File: src/rtl/song_pkg.sv
// Shared definitions for the song progress bar: state encoding, default colours
// and the default tick period.
package song_pkg;

    typedef enum logic [1:0] {
        ST_IDLE    = 2'd0,
        ST_PLAYING = 2'd1,
        ST_PAUSED  = 2'd2,
        ST_DONE    = 2'd3
    } state_t;

    localparam logic [7:0]  BORDER_COLOR_DEF = 8'hFF;
    localparam logic [7:0]  FILL_COLOR_DEF   = 8'h1C;
    localparam logic [7:0]  BG_COLOR_DEF     = 8'h00;

    // 1 ms per tick at a 100 MHz clock
    localparam logic [31:0] TICK_CYCLES_DEF  = 32'd100000;

endpackage

File: src/rtl/song_progress_bar_tick_gen.sv
// Playback tick prescaler: one tick every TICK_CYCLES enabled cycles, holding
// its position while disabled so a paused partial tick resumes where it stopped.
module tick_gen
    import song_pkg::*;
#(
    parameter logic [31:0] TICK_CYCLES = TICK_CYCLES_DEF
) (
    input  logic clk,
    input  logic rst,
    input  logic enable,
    input  logic clear,
    output logic tick
);

    localparam int CW = (TICK_CYCLES > 32'd1) ? $clog2(TICK_CYCLES) : 1;
    localparam logic [CW-1:0] LOAD = CW'(TICK_CYCLES - 32'd1);

    logic [CW-1:0] cnt;

    // Down-counter; the terminal count is the tick cycle.
    assign tick = enable && (cnt == '0);

    always_ff @(posedge clk) begin
        if (rst || clear) begin
            cnt <= LOAD;
        end else if (enable) begin
            cnt <= (cnt == '0) ? LOAD : cnt - CW'(1);
        end
    end

endmodule

File: src/rtl/song_progress_bar.sv
// Song progress indicator: playback FSM, Bresenham fill datapath and a
// registered renderer for a bordered horizontal bar on the VGA overlay.
//
//   state   | meaning
//   --------+-----------------------------------------------
//   IDLE    | no song; fill and counters cleared
//   PLAYING | prescaler running, ticks advance elapsed/fill
//   PAUSED  | everything held, partial tick preserved
//   DONE    | bar full; left only via reset_player/rst
module song_progress_bar
    import song_pkg::*;
#(
    parameter logic [10:0] X_COORD      = 11'd820,
    parameter logic [9:0]  Y_COORD      = 10'd72,
    parameter logic [7:0]  BAR_WIDTH    = 8'd50,
    parameter logic [7:0]  BAR_HEIGHT   = 8'd8,
    parameter int          LEN_W        = 16,
    parameter logic [31:0] TICK_CYCLES  = TICK_CYCLES_DEF,
    parameter logic [7:0]  BORDER_COLOR = BORDER_COLOR_DEF,
    parameter logic [7:0]  FILL_COLOR   = FILL_COLOR_DEF,
    parameter logic [7:0]  BG_COLOR     = BG_COLOR_DEF
) (
    input  logic             clk,
    input  logic             rst,
    input  logic             reset_player,
    input  logic             play,
    input  logic             song_done,
    input  logic [LEN_W-1:0] song_len,
    input  logic [10:0]      x,
    input  logic [9:0]       y,
    output logic [7:0]       pixel_on,
    output logic [7:0]       fill,
    output logic [1:0]       state,
    output logic             done_pulse
);

    localparam logic [LEN_W-1:0] BW_L = LEN_W'(BAR_WIDTH);

    state_t           state_q;
    logic [LEN_W-1:0] elapsed;
    logic [LEN_W-1:0] elapsed_nx;
    logic [LEN_W-1:0] len_q;
    logic [LEN_W-1:0] len_start;
    logic [LEN_W:0]   acc;
    logic [LEN_W:0]   acc_sum;
    logic             tick;

    assign state      = state_q;
    assign elapsed_nx = elapsed + LEN_W'(1);
    assign acc_sum    = acc + (LEN_W+1)'(BAR_WIDTH);
    // Clamping to BAR_WIDTH guarantees at most one fill step per tick.
    assign len_start  = (song_len > BW_L) ? song_len : BW_L;

    tick_gen #(
        .TICK_CYCLES(TICK_CYCLES)
    ) u_tick_gen (
        .clk    (clk),
        .rst    (rst),
        .enable (state_q == ST_PLAYING),
        .clear  (reset_player || (state_q == ST_IDLE)),
        .tick   (tick)
    );

    always_ff @(posedge clk) begin
        if (rst || reset_player) begin
            state_q    <= ST_IDLE;
            fill       <= 8'd0;
            elapsed    <= '0;
            acc        <= '0;
            len_q      <= '0;
            done_pulse <= 1'b0;
        end else begin
            done_pulse <= 1'b0;
            case (state_q)
                ST_IDLE: begin
                    if (song_done) begin
                        state_q    <= ST_DONE;
                        fill       <= BAR_WIDTH;
                        done_pulse <= 1'b1;
                    end else if (play) begin
                        state_q <= ST_PLAYING;
                        len_q   <= len_start;
                    end
                end
                ST_PLAYING, ST_PAUSED: begin
                    if (song_done) begin
                        state_q    <= ST_DONE;
                        fill       <= BAR_WIDTH;
                        done_pulse <= 1'b1;
                    end else begin
                        if (tick) begin
                            elapsed <= elapsed_nx;
                            if (acc_sum >= {1'b0, len_q}) begin
                                acc  <= acc_sum - {1'b0, len_q};
                                fill <= fill + 8'd1;
                            end else begin
                                acc <= acc_sum;
                            end
                        end
                        if (tick && (elapsed_nx == len_q)) begin
                            state_q    <= ST_DONE;
                            fill       <= BAR_WIDTH;
                            done_pulse <= 1'b1;
                        end else begin
                            state_q <= play ? ST_PLAYING : ST_PAUSED;
                        end
                    end
                end
                ST_DONE: begin
                    fill <= BAR_WIDTH;
                end
                default: state_q <= ST_IDLE;
            endcase
        end
    end

    logic [11:0] xe, ye, x_lo, x_hi, y_lo, y_hi, col, row;
    logic [7:0]  pix_nx;

    // 12-bit compares so X_COORD+BAR_WIDTH cannot wrap at the screen edge.
    always_comb begin
        xe     = {1'b0, x};
        ye     = {2'b0, y};
        x_lo   = {1'b0, X_COORD};
        y_lo   = {2'b0, Y_COORD};
        x_hi   = x_lo + {4'b0, BAR_WIDTH};
        y_hi   = y_lo + {4'b0, BAR_HEIGHT};
        col    = xe - x_lo;
        row    = ye - y_lo;
        pix_nx = 8'h00;
        if ((xe >= x_lo) && (xe < x_hi) && (ye >= y_lo) && (ye < y_hi)) begin
            if ((col == 12'd0) || (col == {4'b0, BAR_WIDTH} - 12'd1) ||
                (row == 12'd0) || (row == {4'b0, BAR_HEIGHT} - 12'd1)) begin
                pix_nx = BORDER_COLOR;
            end else if (col < {4'b0, fill}) begin
                pix_nx = FILL_COLOR;
            end else begin
                pix_nx = BG_COLOR;
            end
        end
    end

    always_ff @(posedge clk) begin
        if (rst) begin
            pixel_on <= 8'h00;
        end else begin
            pixel_on <= pix_nx;
        end
    end

endmodule
File: config.mk
export PLATFORM = sky130hd
export DESIGN_NAME = song_progress_bar
export DESIGN_NICKNAME = d
export VERILOG_FILES = /design/src/rtl/song_pkg.sv /design/src/rtl/song_progress_bar_tick_gen.sv /design/src/rtl/song_progress_bar.sv
export SDC_FILE = /design/constraint.sdc
export NUM_CORES = 1
export LEC_CHECK = 0
export BUFFER_PORTS_ARGS = -buffer_cell sky130_fd_sc_hd__buf_2
export CORE_MARGIN = 1
export CORE_UTILIZATION = 54
export DETAILED_ROUTE_END_ITERATION = 7
export PLACE_DENSITY = 0.77
export SLEW_MARGIN = 0
export SYNTH_ARGS = -nofsm -noshare
export SYNTH_HDL_FRONTEND = slang
export SYNTH_SLANG_ARGS = --single-unit
File: constraint.sdc
create_clock -name clk -period 4.1 [get_ports clk]
set_clock_uncertainty 0.1 [all_clocks]
set_input_delay 0.41 -clock clk [delete_from_list [all_inputs] [get_ports clk]]
set_output_delay 0.41 -clock clk [all_outputs]
set_load 0.02 [all_outputs]
* After elaboration in Yosys (flattened, before gate mapping)
Cells that the tools add are included.
** Word-level totals
- Bits in registers :: 85
- Word-level logic and storage cells :: 77
** Operators by class
- Add/sub/neg operators :: 7
- Magnitude comparators :: 7
- Eq/ne operators :: 10
- Mux-type cells :: 21
- Bitwise gates (word level) :: 2
- Reduce and logical (&&, ||, !) cells :: 22
** Operators with widths (count)
- 8-bit 2-to-1 mux :: 6
- 17-bit 2-to-1 mux :: 2
- 12-bit logical NOT :: 2
- 8-bit case mux with 3 select lines :: 1
- 17-bit by 6-bit adder with 17-bit output (second input constant) :: 1
- 17-bit by 16-bit >= comparator with 1-bit output :: 1
- 17-bit logical NOT :: 1
- 17-bit by 1-bit subtractor with 17-bit output (second input constant) :: 1
- 17-bit by 16-bit subtractor with 17-bit output :: 1
- 16-bit by 1-bit adder with 16-bit output (second input constant) :: 1
- 16-bit == test :: 1
- 16-bit by 6-bit greater-than comparator with 1-bit output (second input constant) :: 1
- 16-bit 2-to-1 mux :: 1
- 12-bit by 3-bit == test with 1-bit output (second input constant) :: 1
- 12-bit by 6-bit == test with 1-bit output (second input constant) :: 1
- 12-bit by 8-bit < comparator with 1-bit output :: 1
- 11-bit by 10-bit subtractor with 12-bit output (second input constant) :: 1
- 11-bit by 10-bit >= comparator with 1-bit output (second input constant) :: 1
- 11-bit by 10-bit < comparator with 1-bit output (second input constant) :: 1
- 10-bit by 7-bit subtractor with 11-bit output (second input constant) :: 1
- 10-bit by 7-bit >= comparator with 1-bit output (second input constant) :: 1
- 10-bit by 7-bit < comparator with 1-bit output (second input constant) :: 1
- 2-bit 2-to-1 mux :: 5
- 3-bit AND reduction :: 3
- other kinds (17) :: 32

* Logic depth before layout (Yosys ltp)
Gate-level depths: netlist of the first run.
- Word-level depth :: 7
- Gate-level depth with buffers :: 18
- Depth with buffers taken out :: 15

* Modules after synthesis
A second synthesis of the first run with hierarchy kept.
** Unflattened totals
- Cells, all modules :: 751
- Area, all modules :: 5850.6 µm²
** By module, submodules not included
- song_progress_bar :: instances 1, cells each 658, area an instance 4981.0 µm², seq. area each 1241.2 µm²
- tick_gen :: instances 1, cells each 93, area an instance 869.6 µm², seq. area each 340.3 µm²

* Least setup slack after synthesis of the first run
Ideal clock, no wire load.
- Kind :: register to register
- From :: register acc[1]
- To :: register acc[16]
- Setup time :: 0.121 ns
- Arrival time :: 3.609 ns
- Data required time :: 3.879 ns
- Path slack :: 0.270 ns
- Cell stages (with the launch flop) :: 17
- Path buffers :: 1
- Period minus slack after synthesis :: 3.830 ns
- Cells stage by stage :: dfxtp_1 ha_1 a211oi_1 nor2b_1 and3_1 clkbuf_1 nand3_1 xnor2_1 ha_1 a21oi_1 o21ai_0 a2111oi_0 nor3_1 a211oi_1 nand4_1 nand2b_1 mux2_2
** On the way
- Longest elaborated chain between the ends :: 3
** Ends and longest elaborated chain
- start, declared :: line song_progress_bar.sv:44 : logic [LEN_W:0] acc;
- start signal, assigned :: line song_progress_bar.sv:94 : acc <= acc_sum - {1'b0, len_q};
- start signal, assigned :: line song_progress_bar.sv:97 : acc <= acc_sum;
- 17-bit by 6-bit adder with 17-bit output * :: line song_progress_bar.sv:50 : assign acc_sum = acc + (LEN_W+1)'(BAR_WIDTH);
- 17-bit by 16-bit subtractor with 17-bit output / 17-bit by 16-bit >= comparator with 1-bit output (equally long branches) :: line song_progress_bar.sv:94, song_progress_bar.sv:93
- 17-bit 2-to-1 mux * :: line song_progress_bar.sv:93 : if (acc_sum >= {1'b0, len_q}) begin
Mark *: on every way between the ends. The rest lies on a longest branch, timed or not.
A chain may end at the register's enable or synchronous reset.

* Final worst setup path of the first run
- From :: register acc[2]
- To :: register fill[4]
** On the way
- Longest elaborated chain between the ends :: 4
** Ends and longest elaborated chain
- 17-bit by 6-bit adder with 17-bit output :: line song_progress_bar.sv:50
- 17-bit by 16-bit >= comparator with 1-bit output :: line song_progress_bar.sv:93
- 4-bit inequality test (no line)
- 3-bit AND reduction (no line)
- end signal, assigned :: line song_progress_bar.sv:95 : fill <= fill + 8'd1;
- end, declared :: line song_progress_bar.sv:32 : output logic [7:0] fill,
Every way passes these cells.

==> results of run 1 <==
==> worst max path at each step <==
| stage | startpoint | end | slack [ns] |
|---|---|---|---|
| 3_5_place_dp | acc[2]$_SDFFE_PP0P_ | acc[16]$_SDFFE_PP0P_ | 0.07 |
| 4_1_cts | acc[2]$_SDFFE_PP0P_ | acc[16]$_SDFFE_PP0P_ | 0.06 |
| 2_1_floorplan | acc[1]$_SDFFE_PP0P_ | acc[16]$_SDFFE_PP0P_ | 0.27 |
| 5_1_grt | acc[2]$_SDFFE_PP0P_ | acc[16]$_SDFFE_PP0P_ | 0.02 |
| 6_report | acc[2]$_SDFFE_PP0P_ | fill[4]$_SDFFE_PP0P_ | 0.26 |
| 3_3_place_gp | acc[2]$_SDFFE_PP0P_ | acc[16]$_SDFFE_PP0P_ | 0.24 |
==> power by group through the flow <==
stage               Sequential [W]  Clock (W)  Combinational, W
finish                    0.000785   0.000706          0.000266
global route              0.000787   0.000750          0.000294
CTS                       0.000785   0.000712          0.000263
detailed placement        0.000803          0          0.000261
global placement          0.000802          0          0.000254
floorplan                 0.000806          0          0.000179
==> cell families (layout without fill, tap and decap cells) <==
group | Yosys count | in the layout | synth area share (%)
DFF | 79 | 79 | 27.48
AOI/OAI and AO/OA | 166 | 166 | 18.29
buffers and inverters | 85 | 133 | 6.414
adders and majority gates | 35 | 35 | 7.741
xor gates and xnor gates | 76 | 76 | 11.57
and+or+nand+nor | 303 | 303 | 27.25
muxes | 7 | 7 | 1.261
==> Yosys cell counts (3+ instances only) <==
cell       n
nor3_1    22
buf_2      7
nor4b_1    5
a31oi_1    8
or4_1      6
clkbuf_1  21
nand2_1   82
xor2_1    29
nand2b_1  11
nor4_4     3
a311oi_1   4
mux2i_1    5
buf_4      7
nand3_1   39
and4_1     4
nor2b_1    4
nor4_1    14
ha_1      34
dfxtp_1   79
nand3b_1   3
xnor2_1   47
a211oi_1  14
and2_1     3
a21oi_1   60
o221a_1    3
or2_2      3
o211ai_1   5
nand4_1   16
inv_1     48
and3_1     5
o31ai_1    5
a221oi_1   3
a21o_1    12
or3_1      9
o21ai_0   34
nor2_1    64
==> critical path, delay by kind of cell, from the launching register on <==
kind / cells / cell delay (ns)
xor+xnor: 1 / 0.08
flops: 1 / 0.35
simple gates: 10 / 1.98
fa+ha+maj: 2 / 0.60
compound gates: 2 / 0.64
==> registers in the layout, indices dropped and copies added, names as in the netlist <==
name / cells
acc: 17
u_tick_gen.cnt: 17
elapsed: 16
len_q: 16
fill: 8
pixel_on: 2
state: 2
done_pulse: 1
==> metal layers <==
| metal | track usage (%) | up-vias |
|---|---|---|
| met3 | 3.772 | 27 |
| met1 | 35.66 | 2589 |
| met4 | 9.658 | 0 |
| li1 | - | 2752 |
| met2 | 44.36 | 169 |
| met5 | 0 | - |
==> cells in the final DEF, fill, tap and decap left out, types with 22 or more instances in the layout <==
| cell | n |
|---|---|
| nand2_1 | 82 |
| dfxtp_1 | 78 |
| nor2_1 | 63 |
| a21oi_1 | 60 |
| buf_2 | 60 |
| inv_1 | 48 |
| xnor2_1 | 46 |
| nand3_1 | 39 |
| o21ai_0 | 34 |
| ha_1 | 32 |
| xor2_1 | 29 |
| nor3_1 | 22 |
==> metrics by stage <==
step,util (%),instances
after floorplan,-,751
after global routing,61.79,935
after global placement,59.24,919
after detailed placement,59.24,919
after CTS,61.53,935
final,61.79,935
==> final cells by class <==
class / instances / area (µm²) / share of cell area, %
clock buffer: 10 / 127.6 / 2.001
timing repair buffer: 69 / 380.4 / 5.963
sequential: 79 / 1583 / 24.81
clock inverter: 6 / 108.9 / 1.707
inverter: 48 / 180.2 / 2.825
tap: 136 / 170.2 / 2.668
multi-input combinational: 587 / 3829 / 60.02
==> timing repair <==
| action | CTS | global route |
|---|---|---|
| endpoints found under the setup margin | 0 | 24 |
| hold buffers | 0 | 0 |
| resized for setup | 0 | 9 |
==> impl_metrics.yaml, run 1 <==
floorplan:
  die_area_um2: 11070
  ioPinCount: 61
  die_h_um: 105.2
  die_x_um: 105.2
  core_area_um2: 10320
  num_rows: 37
  initial_core_util_pct: 55.74
worst_setup_path:
  startpoint_type: "flop"
  slowest_stage: "or4_1"
  worstPathRequired_ns: 4.25
  crit_fanout: 6
  r2r_end: "fill[4]$_SDFFE_PP0P_"
  crit_chain: "ha_2 -> a211oi_1 -> nor2b_2 -> and3_2 -> nand3_1 -> xnor2_2 -> ha_2 -> nand3_1 -> or4_1 -> nor2_2 -> nor4_4 -> and2_1 -> nor2_1 -> nand2_1 -> o221a_1"
  slowest_delay_ns: 0.49
  reg2reg_depth: 15
  worstSetupPathType: "reg -> reg"
  critPathCaptureType: "flop"
  arrival_ns: 3.99
  r2r_start: "acc[2]$_SDFFE_PP0P_"
  reg2reg_slack_ns: 0.26
global_route:
  first_global_vias: 5164
  grt_usage_pct: 26.87
  antenna_found_initial: 0
  gr-total-overflow: 0
  grt_max_degree: 55
  grt_pass1_wl_um: 24120
detailed_routing:
  highest_layer: "met4"
  wl_met3_um: 690
  wl_per_cell_um: 15.53
  finalWirelength_um: 14520
  dr.first_iter.drc_count: 408
  ant_nets: 0
  wl_met1_um: 6669
  vias: 5537
  via_per_inst: 5.922
  drc: 0
  dr.pass1.iters: 5
  wl_met2_um: 6911
timing:
  max-slew-margin-rel_pct: 29.24
  finalHoldViolCount: 0
  fmax_ghz: 0.2607
  setup_violations: 0
  rsz0062_at_grt: "false"
  drv_slew: 0
  fin_crit_sh_pct: 93.56
  final.setup.worst_slack_ns: 0.2642
  finalCriticalPeriod_ns: 3.836
  worst_slew_pin_slew_ns: 1.061
  setup_tns_ns: 0
  fin_hold_ws_ns: 0.2009
yosys:
  async_flop_share_pct: 0
  synth.area.top_cells: "dfxtp_1 (27%), ha_1 (7.4%), xnor2_1 (7.2%)"
  ys_seq_area_share_pct: 27.48
  netlist_instances: 751
  yosysWarnings: 0
  synth_flop_cell: "dfxtp_1"
  ys_seq_elements: 79
  avgSynthCellArea_um2: 7.662
  synth_top_area_cell: "dfxtp_1"
  synth_edf_count: 0
  synth.distinct_cells: 63
  synth_top_area_share_pct: 27.48
  syn_area_um2: 5754
  synth.net_count: 828
pwr:
  comb_power_share_pct: 15.1
  total_leakage_power_nw: 2.396
  internal_power_w: 0.001284
  power_w: 0.001757
  p_clk_share_pct: 40.2
  power_density_nw_per_um2: 275.5
  swShare_pct: 26.90
  p_switching_w: 0.0004727
  ir_drop_mv: 0.1653
  p_seq_share_pct: 44.7
placement:
  io_buffers: 60
  pre_cts_ws_ns: 0.07003
  place_area_um2: 6116
  gp_congestion: 0.9220
  dp_hpwl_um: 11090
cts:
  clkTransAtPathRegs_ns: 0.10
  insertion_delay_ns: 0.37
  cts-buffers-inserted: 9
  ctsHtreeMaxLevel: 3
  cts.path.max_buffers: 2
  tritoncts: "built"
  cts_root_buf: "clkbuf_8"
  post_cts_buffers: 0
  cts.sinks: 79
finish:
  final_area_um2: 6379
  final_nets: 871
  drive_gt1_share_pct: 13.77
  antennaDiodeCount: 0
  areaGrowthSynthToFinish_pct: 10.85
  nFillCells: 926
worst_hold_path:
  min_to: "len_q[7]$_SDFFE_PP0P_"
  hold-path-cell-count: 3
  worstHoldStart: "song_len[7]"
  hold_class: "in -> reg"
status:
  outcome: "completed"
run:
  drv_cap: 0
Power figures use the tool's default switching activity.
==> run 2: changes to the inputs <==
Settings changed: CORE_UTILIZATION 54 to 65, PLACE_DENSITY 0.77 to 0.87.
Clock period 4.1 ns to 4.5 ns, I/O delays scaled along.
==> run 2 against run 1 <==
  * Wire length shrank 0.76%
  * Register-to-register slack gained 0.08 ns
  * Critical path type unchanged
  * Setup slack gained 0.083 ns
  * First-iteration DRC count grew 5.6%
  * Critical endpoint unchanged
  * Clock-buffer cell count is the same
  * Sequential share of layout area grew 0.52 points
  * Utilization grew 13 points
  * Global-route usage grew 5.1 points
==> impl_metrics.yaml, run 2 (synthesis gave the netlist of run 1 again) <==
cts:
  postCtsResizedCells: 0
  cts.sinks: 79
  insertion_delay_ns: 0.36
  cts-buffers-inserted: 9
  cts.path.max_buffers: 2
  ctsHtreeMaxLevel: 3
  clkTransAtPathRegs_ns: 0.09
  tritoncts: "built"
  cts_hold_buf: 0
  cts_root_buf: "clkbuf_8"
  post_cts_buffers: 0
finish:
  final_common_cell: "nand2_1"
  antennaDiodeCount: 0
  areaGrowthSynthToFinish_pct: 8.502
  largest_registers: "acc: 17 flops, u_tick_gen.cnt: 17 flops"
  final_nets: 866
  nFillCells: 648
  layout.cells.most_common_list: "nand2_1 (82), dfxtp_1 (79), nor2_1 (64)"
  drive_gt1_share_pct: 12.47
detailed_routing:
  dr.pass1.iters: 5
  ant_nets: 0
  wl_per_cell_um: 16.03
  finalWirelength_um: 14410
  dr.first_iter.drc_count: 431
  vias: 5561
  via_per_inst: 6.186
  drc: 0
worst_setup_path:
  cp_top_family: "simple AND/OR/NAND/NOR gates"
  slowest_delay_ns: 0.48
  r2r_start: "acc[1]$_SDFFE_PP0P_"
  crit_fanout: 18
  r2r_end: "fill[4]$_SDFFE_PP0P_"
  crit_chain: "ha_1 -> a211oi_1 -> nor2b_2 -> and3_1 -> nand3_1 -> xnor2_1 -> ha_1 -> nand3_1 -> or4_1 -> nor2_1 -> nor4_4 -> and2_2 -> nor2_1 -> nand2_1 -> o221a_1"
  arrival_ns: 4.30
  slowest_stage: "or4_1"
  reg2reg_slack_ns: 0.35
  startpoint_type: "flop"
  reg2reg_depth: 15
  critPathCaptureType: "flop"
  worstSetupPathType: "reg -> reg"
  worstPathRequired_ns: 4.65
  crit_buf_inv: 0
worst_hold_path:
  hold-path-cell-count: 3
  worstHoldStart: "song_len[8]"
  hold_class: "in -> reg"
  min_to: "len_q[8]$_SDFFE_PP0P_"
timing:
  finalHoldViolCount: 0
  setup_violations: 0
  finalCriticalPeriod_ns: 4.153
  fin_crit_sh_pct: 92.29
  rsz0062_at_grt: "false"
  final.setup.worst_slack_ns: 0.3468
  fmax_ghz: 0.2408
  drv_slew: 0
  max-slew-margin-rel_pct: 25.92
  setup_tns_ns: 0
  worst_slew_pin_slew_ns: 1.103
  fin_hold_ws_ns: 0.2392
global_route:
  grt_usage_pct: 31.98
  first_global_vias: 5027
  grt_pass1_wl_um: 22940
  antenna_found_initial: 0
  gr-total-overflow: 0
  grt_max_degree: 54
floorplan:
  die_h_um: 96.09
  num_rows: 33
  initial_core_util_pct: 68.65
  core_area_um2: 8382
  die_area_um2: 9233
  ioPinCount: 61
  die_x_um: 96.09
pwr:
  power_density_nw_per_um2: 244.7
  total_leakage_power_nw: 2.343
  power_w: 0.001528
  ir_drop_mv: 0.1380
placement:
  io_buffers: 60
  dp_hpwl_um: 10660
  pre_cts_ws_ns: 0.2284
  gp_congestion: 0.9698
run:
  drv_cap: 0
status:
  outcome: "completed"
-- run 2: changes by cell type in the layout (fill, tap and decap cells not counted), sizes merged --
cell,before,now
bufinv,3,2
clkinvlp,0,2
clkinv,3,2
buf,69,64
-- run 2: worst max-delay path by stage --
| stage | endpoint | start | cells after the start |
|---|---|---|---|
| finish | fill[4]$_SDFFE_PP0P_ | acc[1]$_SDFFE_PP0P_ | 15 |
| detailed placement | fill[4]$_SDFFE_PP0P_ | acc[1]$_SDFFE_PP0P_ | 15 |
| CTS | fill[4]$_SDFFE_PP0P_ | acc[1]$_SDFFE_PP0P_ | 15 |
| floorplan | acc[16]$_SDFFE_PP0P_ | acc[1]$_SDFFE_PP0P_ | 16 |
| global route | fill[4]$_SDFFE_PP0P_ | acc[1]$_SDFFE_PP0P_ | 15 |
| global placement | fill[4]$_SDFFE_PP0P_ | acc[1]$_SDFFE_PP0P_ | 15 |
-- run 2: tightest hold or removal path, delay by kind of cell --
family / cells / cell delay, ns
buffers and inverters: 1 / 0.11
AND/OR/NAND/NOR: 1 / 0.05
AO/OA/AOI/OAI: 1 / 0.05
-- run 2: per-stage QoR --
step	util, %	instance area, µm²	std cells
finish	74.49	6243	899
global route	74.49	6243	899
floorplan	-	5754	751
global placement	71.91	6027	883
detailed placement	71.91	6027	883
CTS	74.44	6240	899
-- run 2: cell type report --
class	instances	area, µm²	share of cell area (%)
clock buffer	10	127.6	2.044
timing repair buffer	64	330.3	5.291
inverter	48	180.2	2.886
sequential	79	1582	25.33
multi-input combinational	587	3807	60.98
clock inverter	6	85.08	1.363
tap	105	131.4	2.104
-- run 2: report_power, final --
part	switching [W]	internal (W)	total [W]	leakage (nW)
registers	0.00000974	0.000706	0.000716	0.638
logic	0.000144	0.0000868	0.000231	1.60
clock network	0.000270	0.000311	0.000581	0.102
-- run 2: per-layer routing --
layer	share of wire, %	vias to the layer above	track usage [%]
li1	-	2748	-
met5	0	-	0
met4	1.8	0	10.82
met3	6.6	28	4.897
met1	43	2565	39.38
met2	49	220	56.44
==> run 3: changes to the inputs <==
Settings changed: REMOVE_ABC_BUFFERS set to 1.
==> run 3 against run 2 <==
  * Non-clock buffer count up 1
  * Largest power group unchanged
  * Critical endpoint unchanged
  * Final area down 0.32%
  * Register-to-register slack better by 0.04 ns
  * Die area unchanged
  * Highest routed layer unchanged
  * Fmax up 1.0%
  * Hold slack worse by 0.013 ns
==> impl_metrics.yaml, run 3 (synthesis gave the netlist of run 1 again) <==
detailed_routing:
  finalWirelength_um: 14370
  dr.pass1.iters: 5
  ant_nets: 0
  wl_per_cell_um: 15.96
  dr.first_iter.drc_count: 368
  via_per_inst: 6.247
  vias: 5622
  drc: 0
floorplan:
  die_area_um2: 9233
  initial_core_util_pct: 68.65
  core_area_um2: 8382
  die_h_um: 96.09
  ioPinCount: 61
  die_x_um: 96.09
  num_rows: 33
placement:
  gp_congestion: 0.9701
  dp_hpwl_um: 10850
  io_buffers: 60
worst_setup_path:
  reg2reg_slack_ns: 0.39
  slowest_delay_ns: 0.48
  worstSetupPathType: "reg -> reg"
  crit_fanout: 9
  worstPathRequired_ns: 4.66
  slowest_stage: "or4_1"
  arrival_ns: 4.27
  startpoint_type: "flop"
  critPathCaptureType: "flop"
  crit_chain: "ha_1 -> a211oi_1 -> nor2b_2 -> and3_1 -> nand3_1 -> xnor2_1 -> ha_1 -> nand3_1 -> or4_1 -> nor2_1 -> nor4_4 -> and2_1 -> nor2_1 -> nand2_1 -> o221a_1"
finish:
  final_common_cell: "nand2_1"
  drive_gt1_share_pct: 12.58
  layout.cells.most_common_list: "nand2_1 (82), dfxtp_1 (79), nor2_1 (64)"
  final_util_pct: 74.25
  largest_registers: "acc: 17 flops, u_tick_gen.cnt: 17 flops"
  antennaDiodeCount: 0
  final_nets: 867
  areaGrowthSynthToFinish_pct: 8.154
cts:
  cts.sinks: 79
  cts.path.max_buffers: 2
  ctsHtreeMaxLevel: 3
  tritoncts: "built"
  clkTransAtPathRegs_ns: 0.09
  cts-buffers-inserted: 9
  insertion_delay_ns: 0.37
  cts_root_buf: "clkbuf_8"
run:
  drv_cap: 0
status:
  outcome: "completed"
timing:
  finalCriticalPeriod_ns: 4.111
  setup_violations: 0
  fmax_ghz: 0.2433
  max-slew-margin-rel_pct: 31.49
  worst_slew_pin_slew_ns: 1.020
  setup_tns_ns: 0
  rsz0062_at_grt: "false"
  finalHoldViolCount: 0
  fin_crit_sh_pct: 91.35
  drv_slew: 0
global_route:
  grt_pass1_wl_um: 23530
  antenna_found_initial: 0
  gr-total-overflow: 0
  grt_max_degree: 55
  first_global_vias: 5324
  grt_usage_pct: 32.53
pwr:
  ir_drop_mv: 0.2179
  total_leakage_power_nw: 2.340
  power_density_nw_per_um2: 234.5
worst_hold_path:
  hold_class: "in -> reg"
## run 3: final timing paths
check | start | end | cells past startpoint
worst max-delay path | acc[1]$_SDFFE_PP0P_ | fill[4]$_SDFFE_PP0P_ | 15
worst min-delay path | play | state[1]$_SDFFE_PP0P_ | 2
worst max register to register | acc[1]$_SDFFE_PP0P_ | fill[4]$_SDFFE_PP0P_ | 15
worst min register to register | u_tick_gen.cnt[16]$_SDFFE_PP1N_ | u_tick_gen.cnt[16]$_SDFFE_PP1N_ | 2
## run 3: repair_timing
action	in CTS	in global routing
hold buffers	0	0
resized for setup	0	2
buffers inserted	0	0
endpoints found under the setup margin	0	1
## run 3: per-layer routing
layer  track usage (%)  part of all wire (%)  routed length (µm)
met1             39.83                    43                6184
met2             54.08                    47                6778
met3             6.398                   6.5                 935
met4             16.42                   3.2                 466
met5                 0                     0                   0
## run 3: critical path, delay by kind of cell (launching register included)
family                     cells  cell delay (ns)
adders and majority gates      2             0.67
and+or+nand+nor               10             2.20
xor gates and xnor gates       1             0.16
AOI/OAI and AO/OA              2             0.42
DFF                            1             0.44
## run 3: area by class of cell
class / count / area, µm²
inverters: 48 / 180.2
multi-input cells: 587 / 3807
repair buffers: 65 / 337.8
fillers: 660 / 2158
clock buffers: 9 / 123.9
well taps: 105 / 131.4
clock inverters: 7 / 61.31
flip-flops and latches: 79 / 1582
## run 3: report_power, final
group | leakage (nW) | internal, W | switching [W]
sequential | 0.638 | 0.000706 | 0.00000968
combinational | 1.61 | 0.0000882 | 0.000144
clock | 0.0960 | 0.000213 | 0.000299
## run 3: through the flow
step	hold slack, ns	instances	cell area (µm²)	total power, W	setup WS [ns]
finish	0.2261	900	6223	0.001459	0.3891
global route	0.2316	900	6223	0.001519	0.05026
CTS	0.2228	900	6220	0.001459	0.3854
detailed placement	0.3527	884	6035	0.0009592	0.3924
global placement	0.3507	884	6035	0.0009513	0.6021
floorplan	0.3402	714	5565	0.0008833	0.7199
